File: config.mk
export PLATFORM = sky130hd
export DESIGN_NAME = code_uart_tx_flat
export DESIGN_NICKNAME = d
export VERILOG_FILES = /design/src/rtl/code_uart_tx_if.sv /design/src/rtl/code_uart_tx.sv /design/src/flat_wrapper.sv
export SDC_FILE = /design/constraint.sdc
export NUM_CORES = 1
export LEC_CHECK = 0
export BUFFER_PORTS_ARGS = -buffer_cell sky130_fd_sc_hd__buf_2
export CORE_AREA = 5 5 99 101
export CTS_CLUSTER_DIAMETER = 150
export DETAILED_ROUTE_END_ITERATION = 12
export DIE_AREA = 0 0 104 106
export SYNTH_ARGS = -nofsm -noshare
export SYNTH_HDL_FRONTEND = slang
export SYNTH_SLANG_ARGS = --single-unit
File: constraint.sdc
create_clock -name clock -period 2.3 [get_ports clock]
set_clock_uncertainty 0.2 [all_clocks]
set_input_delay 0.115 -clock clock [delete_from_list [all_inputs] [get_ports clock]]
set_output_delay 0.115 -clock clock [all_outputs]
set_load 0.03 [all_outputs]
File: src/rtl/code_uart_tx_if.sv
// code_uart_tx_if: read-side handshake between the key code FIFO and its UART reader
interface code_uart_tx_if;
  logic       empty;
  logic [3:0] code;
  logic       rd_enable;
  modport master (output rd_enable, input empty, code);
  modport slave  (input rd_enable, output empty, code);
endinterface

File: src/rtl/code_uart_tx.sv
// code_uart_tx: pops 4-bit key codes from a FIFO and sends each as an ASCII hex char in an 8N1 UART frame
module code_uart_tx #(
  parameter int CLKS_PER_BIT = 16,
  parameter int CNT_W        = 8
) (
  input  logic             clock,
  input  logic             reset,
  code_uart_tx_if.master   fifo,
  output logic             tx,
  output logic             busy,
  output logic [CNT_W-1:0] sent_count
);
  typedef enum logic [2:0] {IDLE, POP, LATCH, START, DATA, STOP} state_t;
  state_t           state, state_n;
  logic             rd_n, tx_n, last;
  logic [15:0]      baud, baud_n;
  logic [2:0]       bit_idx, bit_n;
  logic [7:0]       chr, chr_n, ascii;
  logic [CNT_W-1:0] cnt_n;
  assign last  = baud == 16'(CLKS_PER_BIT - 1);
  assign ascii = fifo.code < 4'd10 ? 8'h30 + {4'h0, fifo.code} : 8'h37 + {4'h0, fifo.code};
  assign busy  = state != IDLE;
  always_ff @(posedge clock)
    if (reset) begin
      state          <= IDLE;
      fifo.rd_enable <= 1'b0;
      tx             <= 1'b1;
      baud           <= '0;
      bit_idx        <= '0;
      chr            <= '0;
      sent_count     <= '0;
    end else begin
      state          <= state_n;
      fifo.rd_enable <= rd_n;
      tx             <= tx_n;
      baud           <= baud_n;
      bit_idx        <= bit_n;
      chr            <= chr_n;
      sent_count     <= cnt_n;
    end
  // tx_n is the next line level; tx itself is only ever a flop output
  always_comb begin
    state_n = state;
    rd_n    = 1'b0;
    tx_n    = tx;
    baud_n  = baud;
    bit_n   = bit_idx;
    chr_n   = chr;
    cnt_n   = sent_count;
    case (state)
      IDLE: begin
        tx_n    = 1'b1;
        rd_n    = !fifo.empty;
        state_n = fifo.empty ? IDLE : POP;
      end
      POP: state_n = LATCH;
      LATCH: begin
        chr_n   = ascii;
        tx_n    = 1'b0;
        baud_n  = '0;
        state_n = START;
      end
      START: begin
        baud_n  = last ? 16'd0 : baud + 16'd1;
        tx_n    = last ? chr[0] : tx;
        bit_n   = last ? 3'd0 : bit_idx;
        state_n = last ? DATA : START;
      end
      DATA: begin
        baud_n  = last ? 16'd0 : baud + 16'd1;
        bit_n   = last ? bit_idx + 3'd1 : bit_idx;
        tx_n    = !last ? tx : bit_idx == 3'd7 ? 1'b1 : chr[bit_idx + 3'd1];
        state_n = last && bit_idx == 3'd7 ? STOP : DATA;
      end
      STOP: begin
        baud_n  = last ? 16'd0 : baud + 16'd1;
        cnt_n   = last ? sent_count + 1'b1 : sent_count;
        state_n = last ? IDLE : STOP;
      end
      default: state_n = IDLE;
    endcase
  end
endmodule

File: src/flat_wrapper.sv
// flat-port wrapper written by rule: the top's interface ports become plain ports
module code_uart_tx_flat 
#(
  parameter int CLKS_PER_BIT = 16,
  parameter int CNT_W        = 8
)
  (clock, reset, tx, busy, sent_count, fifo_rd_enable, fifo_empty, fifo_code);
  code_uart_tx_if fifo_i ();
  input  logic clock;
  input  logic reset;
  output logic tx;
  output logic busy;
  output logic [CNT_W-1:0] sent_count;
  output wire logic [$bits(fifo_i.rd_enable)-1:0] fifo_rd_enable;
  input wire logic [$bits(fifo_i.empty)-1:0] fifo_empty;
  input wire logic [$bits(fifo_i.code)-1:0] fifo_code;
  assign fifo_rd_enable = fifo_i.rd_enable;
  assign fifo_i.empty = fifo_empty;
  assign fifo_i.code = fifo_code;
  code_uart_tx #(.CLKS_PER_BIT(CLKS_PER_BIT), .CNT_W(CNT_W)) u_core (.clock(clock), .reset(reset), .fifo(fifo_i), .tx(tx), .busy(busy), .sent_count(sent_count));
endmodule
==> results by group, run 1 <==
Pwr
  • Max VDD drop: 0.186 mV
  • Sequential Power Share: 0.506
  • Power Density: 560 nW/µm²
  • Pint: 1.06 mW
  • Static Leak: 0.898 nW
  • Net Sw Power: 342 µW
  • Switching share of power: 0.243
  • Combinational fraction of design power: 0.095
  • Clock power share: 0.400

Critical path
  • Setup crit end kind: flip-flop
  • Worst Path Max Fanout: 14
  • Max incr delay on CP: 0.55 ns
  • CP max-delay cell: or4_1
  • Setup CP Type: flip-flop to flip-flop
  • CP cell instances: ha_1, and4b_1, nand4_4, or4_1, a21oi_1
  • Startpoint types: flip-flop
  • Worst Path Required: 2.32 ns
  • Worst path arrival time: 2.11 ns

Yosys
  • Mapped Cells: 259
  • EDFF count, synth: 0
  • Register area share after synthesis: 0.368
  • Cell with the most instances after synthesis: dfxtp_1
  • Synth top area cells: dfxtp_1 37%, a21oi_1 6.4%, nand3_1 3.8%, nand2_1 3.5%, o21ai_0 3.1%
  • Yosys top cell area share: 0.368
  • Mapped cell area: 2120 µm²
  • Synth Area in XOR/XNOR: 0.0206
  • Cell variety after synth: 50
  • Synth Flop Type: dfxtp_1
  • Post-synthesis mux area share: 0.0159
  • Adder-cell share of the synthesized area: 0.0295
  • Main combinational cell family by area after synthesis: simple AND/OR/NAND/NOR gates
  • Average instance area after synthesis: 8.19 µm²
  • Compound-Gate Fraction of Synth Area: 0.213
  • Asr flop ratio synth: 0
  • Seq cells post-synth: 39
  • Area leader, netlist: dfxtp_1
  • Post-synthesis simple-gate area fraction: 0.295
  • Top cells by count, synth: 39 x dfxtp_1, 27 x a21oi_1, 20 x nand2_1
  • Syn. warnings: 0
  • Syn_nets: 271

Global routing
  • GRT Total Usage: 0.0888
  • Vias in the first global route: 1,801
  • Total congestion overflow: 0
  • Largest net degree at the start of global routing: 18
  • First-pass GRT wire length: 8.43 mm
  • Initial antenna violation count: 0

Route
  • DR vias/cell: 4.97
  • DRC errors left: 0
  • Final ANT Viol Nets: 0
  • Wire per inst: 12.5 µm
  • Via count: 1,952
  • WL final: 4.90 mm
  • DRT Pass-1 Iters: 4
  • 1st-iter DRT viols: 100

STA
  • Crit share post-route: 0.907
  • Fin Hold WS: 0.0161 ns
  • RSZ-0062 raised after global routing: false
  • Slew margin rel.: 0.600
  • Post-route setup TNS: 0 ns
  • Fin worst setup slack: 0.215 ns
  • Worst slew pin tran: 0.598 ns
  • Max Freq: 480 MHz
  • Final Max Tran Viols: 0
  • Fin. Hold Viols: 0
  • Final count of negative-setup-slack endpoints: 0
  • Crit path time final: 2.09 ns

Run
  • Max Cap Viol: 0

Floorplanning
  • Initial Utilization: 0.238
  • Ports: 18
  • Die height: 106 µm
  • Die width: 104 µm
  • # rows: 35
  • Die area: 11,000 µm²
  • Core Area: 8930 µm²

Cells and area
  • Layout Nets: 294
  • Synth-to-Final Area Change: 18.5%
  • Share of cells above drive strength 1: 0.163
  • Cell area after layout: 2510 µm²
  • Area of the multi-input gates: 1230 µm²
  • N_diodes: 0
  • FF/Latch Area: 781 µm²
  • Fillers: 975

Placement
  • Placed cell areas: 2360 µm²
  • Buffers on Ports: 17
  • Worst slack at placement: 0.153 ns
  • GPL Wtd Cong: 0.801
  • HPWL after detailed placement: 3.60 mm

Clock network
  • Post-CTS setup buffers: 0
  • CTS tree: yes
  • Worst-path clk slew: 0.08 ns
  • Clk sinks: 39
  • CTS max path bufs: 2
  • Clock root cell: clkbuf_8
  • Worst-Skew Late Latency: 0.30 ns
  • CTS H-tree lvls: 2
  • Total CTS buffers: 5

Outcome
  • Status: complete, no violations

Min path
  • Class of the worst hold path: primary input to flip-flop
[worst max-delay path: cells and delay by family (launching register included)]
family	cells	cell delay (ns)
flip-flops	1	0.38
AND/OR/NAND/NOR	3	1.05
adder cells (fa/ha/maj)	1	0.23
AO/OA/AOI/OAI	1	0.15
[path summary, 6_finish.rpt]
kind	startpoint	endpoint	slack (ns)	depth (start not counted)
min	fifo_code[1]	u_core.chr[2]	0.02	4
max reg2reg	u_core.baud[1]	u_core.sent_count[5]	0.21	5
min reg2reg	u_core.chr[6]	u_core.chr[6]	0.25	2
max	u_core.baud[1]	u_core.sent_count[5]	0.21	5
[timing repair]
item,CTS,global route
setup endpoints to repair,0,2
endpoints found under the hold margin,11,0
resized for setup,0,2
hold buffers,4,0
[state kept, by name, indices dropped and copies added, names as in the netlist]
| signal | count |
|---|---|
| u_core.fifo.rd_enable | 1 |
| u_core.chr | 7 |
| u_core.baud | 16 |
| u_core.bit_idx | 3 |
| u_core.state | 3 |
| u_core.sent_count | 8 |
| u_core.tx | 1 |
[power by group through the flow]
stage,Clock [mW],Combinational [mW],Sequential (mW)
global route,0.606,0.149,0.714
CTS,0.574,0.133,0.711
floorplan,0,0.0904,0.721
finish,0.562,0.133,0.711
detailed placement,0,0.127,0.727
global placement,0,0.125,0.727
[through the flow]
step | util | power (mW) | std cells
finish | 0.281 | 1.41 | 393
global route | 0.281 | 1.47 | 393
CTS | 0.280 | 1.42 | 393
detailed placement | 0.264 | 0.854 | 382
global placement | 0.264 | 0.851 | 382
floorplan | - | 0.811 | 259
[layout make-up]
class / instances / share of cell area
Sequential cell: 39 / 0.311
Timing Repair Buffer: 33 / 0.0856
Clock inverter: 2 / 0.0149
Inverter: 12 / 0.0179
Clock buffer: 5 / 0.0274
Multi-Input combinational cell: 191 / 0.488
Tap cell: 111 / 0.0553
[logic make-up (layout without fill, tap and decap cells)]
kind of cell	Yosys count	count (layout)
xor+xnor	5	5
buf+inv	29	52
fa+ha+maj	5	5
mux	2	2
compound gates	73	73
flops	39	39
simple gates	106	106
[per-layer routing]
layer / vias to the layer above / global-route usage / wire [µm]
met5: - / 0 / 0
met4: 0 / 0.0361 / 84
met3: 4 / 0.0146 / 120
met2: 20 / 0.143 / 2240
met1: 916 / 0.118 / 2460
li1: 1012 / - / -
[placed cells by master, fill, tap and decap left out, types with 3 or more instances in the layout]
master,netlist,layout
dlygate4sd3_1,0,4
buf_4,0,12
nand2b_1,3,3
clkbuf_8,0,5
or3_1,5,5
o31ai_1,4,4
nand4_1,8,8
nand2_1,20,20
nor2_1,16,16
or4_1,7,7
inv_1,12,12
xor2_1,3,3
buf_2,5,17
and3_1,3,3
a211oi_1,3,3
o21ai_0,13,13
ha_1,5,5
nor3_1,5,5
a31oi_1,10,10
dfxtp_1,39,39
a21oi_1,27,27
nand3b_1,5,5
nand3_1,16,16
Note: power is estimated with default switching activity, not from simulation.
==> inputs of run 2 (changes only) <==
--- a/config.mk
+++ b/config.mk
@@ -10,6 +10,8 @@
 export CTS_CLUSTER_DIAMETER = 150
 export DETAILED_ROUTE_END_ITERATION = 12
 export DIE_AREA = 0 0 104 106
+export RECOVER_POWER = 100
+export SETUP_SLACK_MARGIN = 0.05
 export SYNTH_ARGS = -nofsm -noshare
 export SYNTH_HDL_FRONTEND = slang
 export SYNTH_SLANG_ARGS = --single-unit
==> run 2 against run 1 <==
Against the previous run:
- fmax grew 0.20%
- sequential power about the same
- setup slack improved by 0.0041 ns
- hold slack is essentially flat
- cell area is 0.85% lower
- clock-buffer cell count stayed put
- first-iteration DRC count is 10% lower
- critical path depth did not move
- clock power hardly changed
==> results by group, run 2 (same netlist as run 1, synthesis figures left out) <==
Critical path
  • Setup crit end kind: flip-flop
  • Setup CP Type: flip-flop to flip-flop
  • Startpoint types: flip-flop
  • Worst Path Max Fanout: 14 (unchanged)
  • Worst Path Required: 2.32 ns (about the same)
  • Worst path arrival time: 2.10 ns (about the same)

Placement
  • Worst slack at placement: 0.153 ns (unchanged)
  • Placed cell areas: 2360 µm² (unchanged)
  • HPWL after detailed placement: 3.60 mm (unchanged)
  • Buffers on Ports: 17 (unchanged)
  • GPL Wtd Cong: 0.801 (unchanged)

Outcome
  • Status: complete, no violations

STA
  • Final Max Tran Viols: 0 (unchanged)
  • RSZ-0062 raised after global routing: false
  • Crit path time final: 2.08 ns (-0.00409 ns)
  • Crit share post-route: 0.905 (-0.00178)
  • Post-route setup TNS: 0 ns (unchanged)
  • Final count of negative-setup-slack endpoints: 0 (unchanged)
  • Fin worst setup slack: 0.219 ns (+0.00409 ns)
  • Slew margin rel.: 0.596 (-0.00462)
  • Worst slew pin tran: 0.605 ns (+0.00691 ns)
  • Fin. Hold Viols: 0 (unchanged)
  • Max Freq: 480 MHz (+0.20%)

Route
  • Final ANT Viol Nets: 0 (unchanged)
  • DRT Pass-1 Iters: 4 (unchanged)
  • DR vias/cell: 4.96 (-0.15%)
  • Via count: 1,949 (-0.15%)
  • WL final: 4.90 mm (+0.12%)
  • DRC errors left: 0 (unchanged)
  • 1st-iter DRT viols: 90 (-10%)
  • Wire per inst: 12.5 µm (+0.12%)

Global routing
  • Largest net degree at the start of global routing: 18 (unchanged)
  • Top Usage Layer GRT: met2
  • Initial antenna violation count: 0 (unchanged)
  • Total congestion overflow: 0 (unchanged)
  • First-pass GRT wire length: 8.43 mm (unchanged)
  • GRT met1 Usage: 0.118 (unchanged)
  • GR Util met3: 0.0146 (unchanged)
  • Met2 usage: 0.143 (unchanged)
  • Vias in the first global route: 1,801 (unchanged)
  • GRT Total Usage: 0.0888 (unchanged)

Run
  • Max Cap Viol: 0 (unchanged)

Cells and area
  • Max reg flops: 16 (unchanged)
  • Most frequent cells in the layout: 39 x dfxtp_1, 27 x a21oi_1, 20 x nand2_1
  • Cell area after layout: 2490 µm² (-0.85%)
  • Largest regs: u_core.baud x16, u_core.sent_count x8, u_core.chr x7
  • Layout Nets: 294 (unchanged)
  • Fillers: 982 (+0.72%)
  • Fin util: 0.279 (-0.00238)
  • Synth-to-Final Area Change: 17.5%
  • Commonest non-fill, non-tap cell in the layout: dfxtp_1
  • N_diodes: 0 (unchanged)
  • Top reg by flops: u_core.baud
  • Share of cells above drive strength 1: 0.117 (-0.0461)

Clock network
  • CTS max path bufs: 2 (unchanged)
  • Total CTS buffers: 5 (unchanged)
  • Worst-path clk slew: 0.08 ns (about the same)
  • Clk sinks: 39 (unchanged)
  • Post-CTS setup buffers: 0 (unchanged)
  • Worst-Skew Late Latency: 0.30 ns (about the same)
  • CTS tree: yes
  • Clock root cell: clkbuf_8
  • CTS H-tree lvls: 2 (unchanged)

Floorplanning
  • Ports: 18 (unchanged)
  • Initial Utilization: 0.238 (unchanged)
  • Die width: 104 µm (unchanged)
  • Die height: 106 µm (unchanged)
  • Die area: 11,000 µm² (unchanged)
  • Core Area: 8930 µm² (unchanged)
  • # rows: 35 (unchanged)

Pwr
  • Power, Total: 1.40 mW (-0.27%)
  • Power Density: 563 nW/µm² (+0.58%)
  • Max VDD drop: 0.186 mV (-0.47%)
  • Static Leak: 0.847 nW (-5.7%)

Min path
  • Class of the worst hold path: primary input to flip-flop
run 2: routing by layer:
metal  share of wire  vias up
met5               0        -
met4           0.017        0
met3           0.025        4
met2            0.45       20
met1            0.50      914
li1                -     1011
run 2: worst max-delay path, stage by stage, from the launching register on:
cell	delay [ns]
dfxtp_1	0.38
ha_1	0.23
and4b_1	0.29
nand4_4	0.21
or4_1	0.55
a21oi_1	0.15
run 2: layout make-up:
type / instances / area, µm² / area share
clock inverters: 2 / 37.5 / 0.0151
well taps: 111 / 139 / 0.0557
clock buffers: 5 / 68.8 / 0.0276
flip-flops and latches: 39 / 781 / 0.313
multi-input cells: 191 / 1230 / 0.492
inverters: 12 / 45.0 / 0.0181
repair buffers: 33 / 194 / 0.0778
run 2: worst paths after layout:
path	from	to	slack (ns)	depth (start not counted)
hold / removal	fifo_code[1]	u_core.chr[2]	0.02	4
hold reg to reg	u_core.chr[6]	u_core.chr[6]	0.25	2
setup reg to reg	u_core.baud[1]	u_core.sent_count[5]	0.22	5
setup / recovery	u_core.baud[1]	u_core.sent_count[5]	0.22	5
run 2: what timing repair did:
item | 4_1_cts | 5_1_grt
resized for setup | 0 | 2
endpoints found under the hold margin | 11 | 0
hold buffers | 4 | 0
setup endpoints to repair | 0 | 9
run 2: through the flow:
| stage | hold slack, ns | std cells |
|---|---|---|
| after floorplan | -0.00569 | 259 |
| after global placement | 0.0964 | 382 |
| after detailed placement | 0.109 | 382 |
| after CTS | 0.00494 | 393 |
| after global routing | 0.0508 | 393 |
| final | 0.0160 | 393 |
run 2: report_power, final:
part	total (mW)	internal, mW	switching [mW]
sequential	0.711	0.692	0.0189
clock	0.562	0.317	0.244
combinational	0.130	0.0521	0.0782
==> inputs of run 3 (changes only) <==
--- a/config.mk
+++ b/config.mk
@@ -5,7 +5,7 @@
 export SDC_FILE = /design/constraint.sdc
 export NUM_CORES = 1
 export LEC_CHECK = 0
-export BUFFER_PORTS_ARGS = -buffer_cell sky130_fd_sc_hd__buf_2
+export BUFFER_PORTS_ARGS = -buffer_cell sky130_fd_sc_hd__buf_4
 export CORE_AREA = 5 5 99 101
 export CTS_CLUSTER_DIAMETER = 150
 export DETAILED_ROUTE_END_ITERATION = 12
==> run 3 against run 2 <==
Against the previous run:
- largest cell class unchanged
- clock power decreased by 17%
- cell area decreased by 1.1%
- via count increased by 0.67%
- first-iteration DRC count decreased by 4.4%
- die area unchanged
- register-to-register slack about the same
- total power decreased by 6.9%
==> results by group, run 3 (same netlist as run 1, synthesis figures left out) <==
Cells and area
  • Max reg flops: 16 (unchanged)
  • Fillers: 996 (+1.4%)
  • Fin util: 0.276 (-0.00308)
  • Largest regs: u_core.baud x16, u_core.sent_count x8, u_core.chr x7
  • Share of cells above drive strength 1: 0.111 (-0.00631)
  • Layout Nets: 291 (-1.0%)
  • Top reg by flops: u_core.baud
  • Area of the multi-input gates: 1230 µm² (unchanged)
  • Cell area after layout: 2460 µm² (-1.1%)
  • N_diodes: 0 (unchanged)
  • Most frequent cells in the layout: 39 x dfxtp_1, 27 x a21oi_1, 20 x nand2_1
  • Commonest non-fill, non-tap cell in the layout: dfxtp_1
  • Synth-to-Final Area Change: 16.2%
  • FF/Latch Area: 781 µm² (unchanged)

Global routing
  • Vias in the first global route: 1,805 (+0.22%)
  • Initial antenna violation count: 0 (unchanged)
  • First-pass GRT wire length: 8.55 mm (+1.4%)
  • Total congestion overflow: 0 (unchanged)
  • Largest net degree at the start of global routing: 28 (+10)
  • GRT Total Usage: 0.0908 (+0.00197)

Floorplanning
  • Die area: 11,000 µm² (unchanged)
  • Ports: 18 (unchanged)
  • Die height: 106 µm (unchanged)
  • Initial Utilization: 0.238 (unchanged)
  • # rows: 35 (unchanged)
  • Die width: 104 µm (unchanged)
  • Core Area: 8930 µm² (unchanged)

Placement
  • HPWL after detailed placement: 3.49 mm (-3.2%)
  • GPL Wtd Cong: 0.805 (+0.44%)
  • Buffers on Ports: 17 (unchanged)
  • Placed cell areas: 2380 µm² (+0.85%)

STA
  • Worst slew pin tran: 0.565 ns (-0.0397 ns)
  • RSZ-0062 raised after global routing: true
  • Final Max Tran Viols: 0 (unchanged)
  • Crit share post-route: 0.910 (+0.00550)
  • Slew margin rel.: 0.622 (+0.0265)
  • Post-route setup TNS: 0 ns (unchanged)
  • Final count of negative-setup-slack endpoints: 0 (unchanged)
  • Crit path time final: 2.09 ns (+0.0127 ns)
  • Fin. Hold Viols: 0 (unchanged)
  • Max Freq: 478 MHz (-0.60%)

Pwr
  • Sequential Power Share: 0.545 (+0.038)
  • Max VDD drop: 0.170 mV (-8.2%)
  • Static Leak: 0.832 nW (-1.9%)
  • Power Density: 530 nW/µm² (-5.8%)
  • Switching share of power: 0.267 (+0.0235)
  • Clock power share: 0.356 (-0.044)
  • Combinational fraction of design power: 0.100 (+0.007)
  • Pint: 958 µW (-9.8%)
  • Net Sw Power: 349 µW (+2.1%)

Clock network
  • Worst-path clk slew: 0.08 ns (about the same)
  • Total CTS buffers: 5 (unchanged)
  • CTS H-tree lvls: 2 (unchanged)
  • Clk sinks: 39 (unchanged)
  • Clock root cell: clkbuf_8
  • CTS tree: yes
  • CTS max path bufs: 2 (unchanged)
  • Post-CTS setup buffers: 0 (unchanged)
  • Worst-Skew Late Latency: 0.30 ns (about the same)

Route
  • DRT Pass-1 Iters: 4 (unchanged)
  • Final ANT Viol Nets: 0 (unchanged)
  • Via count: 1,962 (+0.67%)
  • DR vias/cell: 5.02 (+1.2%)
  • DRC errors left: 0 (unchanged)
  • Wire per inst: 12.5 µm (+0.53%)
  • 1st-iter DRT viols: 86 (-4.4%)
  • WL final: 4.91 mm (about the same)

Critical path
  • Worst path arrival time: 2.13 ns (+0.03 ns)
  • Setup CP Type: flip-flop to flip-flop
  • Worst Path Max Fanout: 14 (unchanged)
  • Levels on crit path: 5 (unchanged)
  • Top cell family by delay on the critical path: simple AND/OR/NAND/NOR gates
  • Worst Path Required: 2.34 ns (+0.02 ns)
  • Worst r2r src: u_core.baud[0]
  • Cells on worst reg2reg path: 5 (unchanged)
  • CP bufs+invs: 0 (unchanged)
  • CP cell instances: ha_1, and4b_1, nand4_4, or4_1, a21oi_1
  • Setup crit end kind: flip-flop
  • Startpoint types: flip-flop
  • Max incr delay on CP: 0.55 ns (about the same)
  • CP max-delay cell: or4_1
  • Setup crit start: u_core.baud[0]

Min path
  • Hold depth: 4 (unchanged)
  • Hold wc startpoint: fifo_code[1]
  • Class of the worst hold path: primary input to flip-flop

Run
  • Max Cap Viol: 0 (unchanged)

Outcome
  • Status: complete, no violations
run 3: final timing paths:
path,end,slack (ns)
max,u_core.sent_count[3],0.21
min,u_core.chr[2],0.01
max reg2reg,u_core.sent_count[3],0.21
min reg2reg,u_core.chr[6],0.27
run 3: power by group through the flow:
stage	clock network, mW	logic [mW]	registers, mW
after global placement	0	0.129	0.727
final	0.465	0.130	0.711
after floorplan	0	0.0904	0.721
after global routing	0.504	0.145	0.716
after detailed placement	0	0.131	0.728
after CTS	0.483	0.137	0.711
run 3: worst min-delay path, stage by stage:
cell      delay, ns
buf_4          0.12
inv_1          0.06
or3_1          0.10
a311oi_1       0.08
run 3: what timing repair did:
item / in CTS / in global routing
endpoints found under the setup margin: 0 / 16
hold endpoints to repair: 18 / 0
gates resized for setup: 0 / 2
hold buffers: 4 / 0
run 3: stage by stage:
| step | instances | power (mW) | setup slack [ns] | hold WS [ns] |
|---|---|---|---|---|
| final | 391 | 1.31 | 0.206 | 0.0104 |
| after global routing | 391 | 1.36 | 0.0193 | 0.0456 |
| after CTS | 391 | 1.33 | 0.112 | 0.00741 |
| after detailed placement | 379 | 0.859 | 0.136 | 0.0966 |
| after global placement | 379 | 0.856 | 0.215 | 0.0893 |
| after floorplan | 259 | 0.811 | 0.333 | -0.00569 |
run 3: cell type report:
| class | count | share of cell area |
|---|---|---|
| multi-input cells | 191 | 0.498 |
| flip-flops and latches | 39 | 0.317 |
| repair buffers | 30 | 0.0761 |
| well taps | 111 | 0.0563 |
| clock buffers | 6 | 0.0294 |
| inverters | 12 | 0.0183 |
| clock inverters | 2 | 0.00508 |
run 3: per-layer routing:
layer | vias to the layer above | GRT usage | share of wire | wire, µm
met2 | 42 | 0.147 | 0.46 | 2240
met4 | 0 | 0.0444 | 0.022 | 108
li1 | 1013 | - | - | -
met3 | 7 | 0.0152 | 0.040 | 195
met5 | - | 0 | 0 | 0
met1 | 900 | 0.117 | 0.48 | 2360
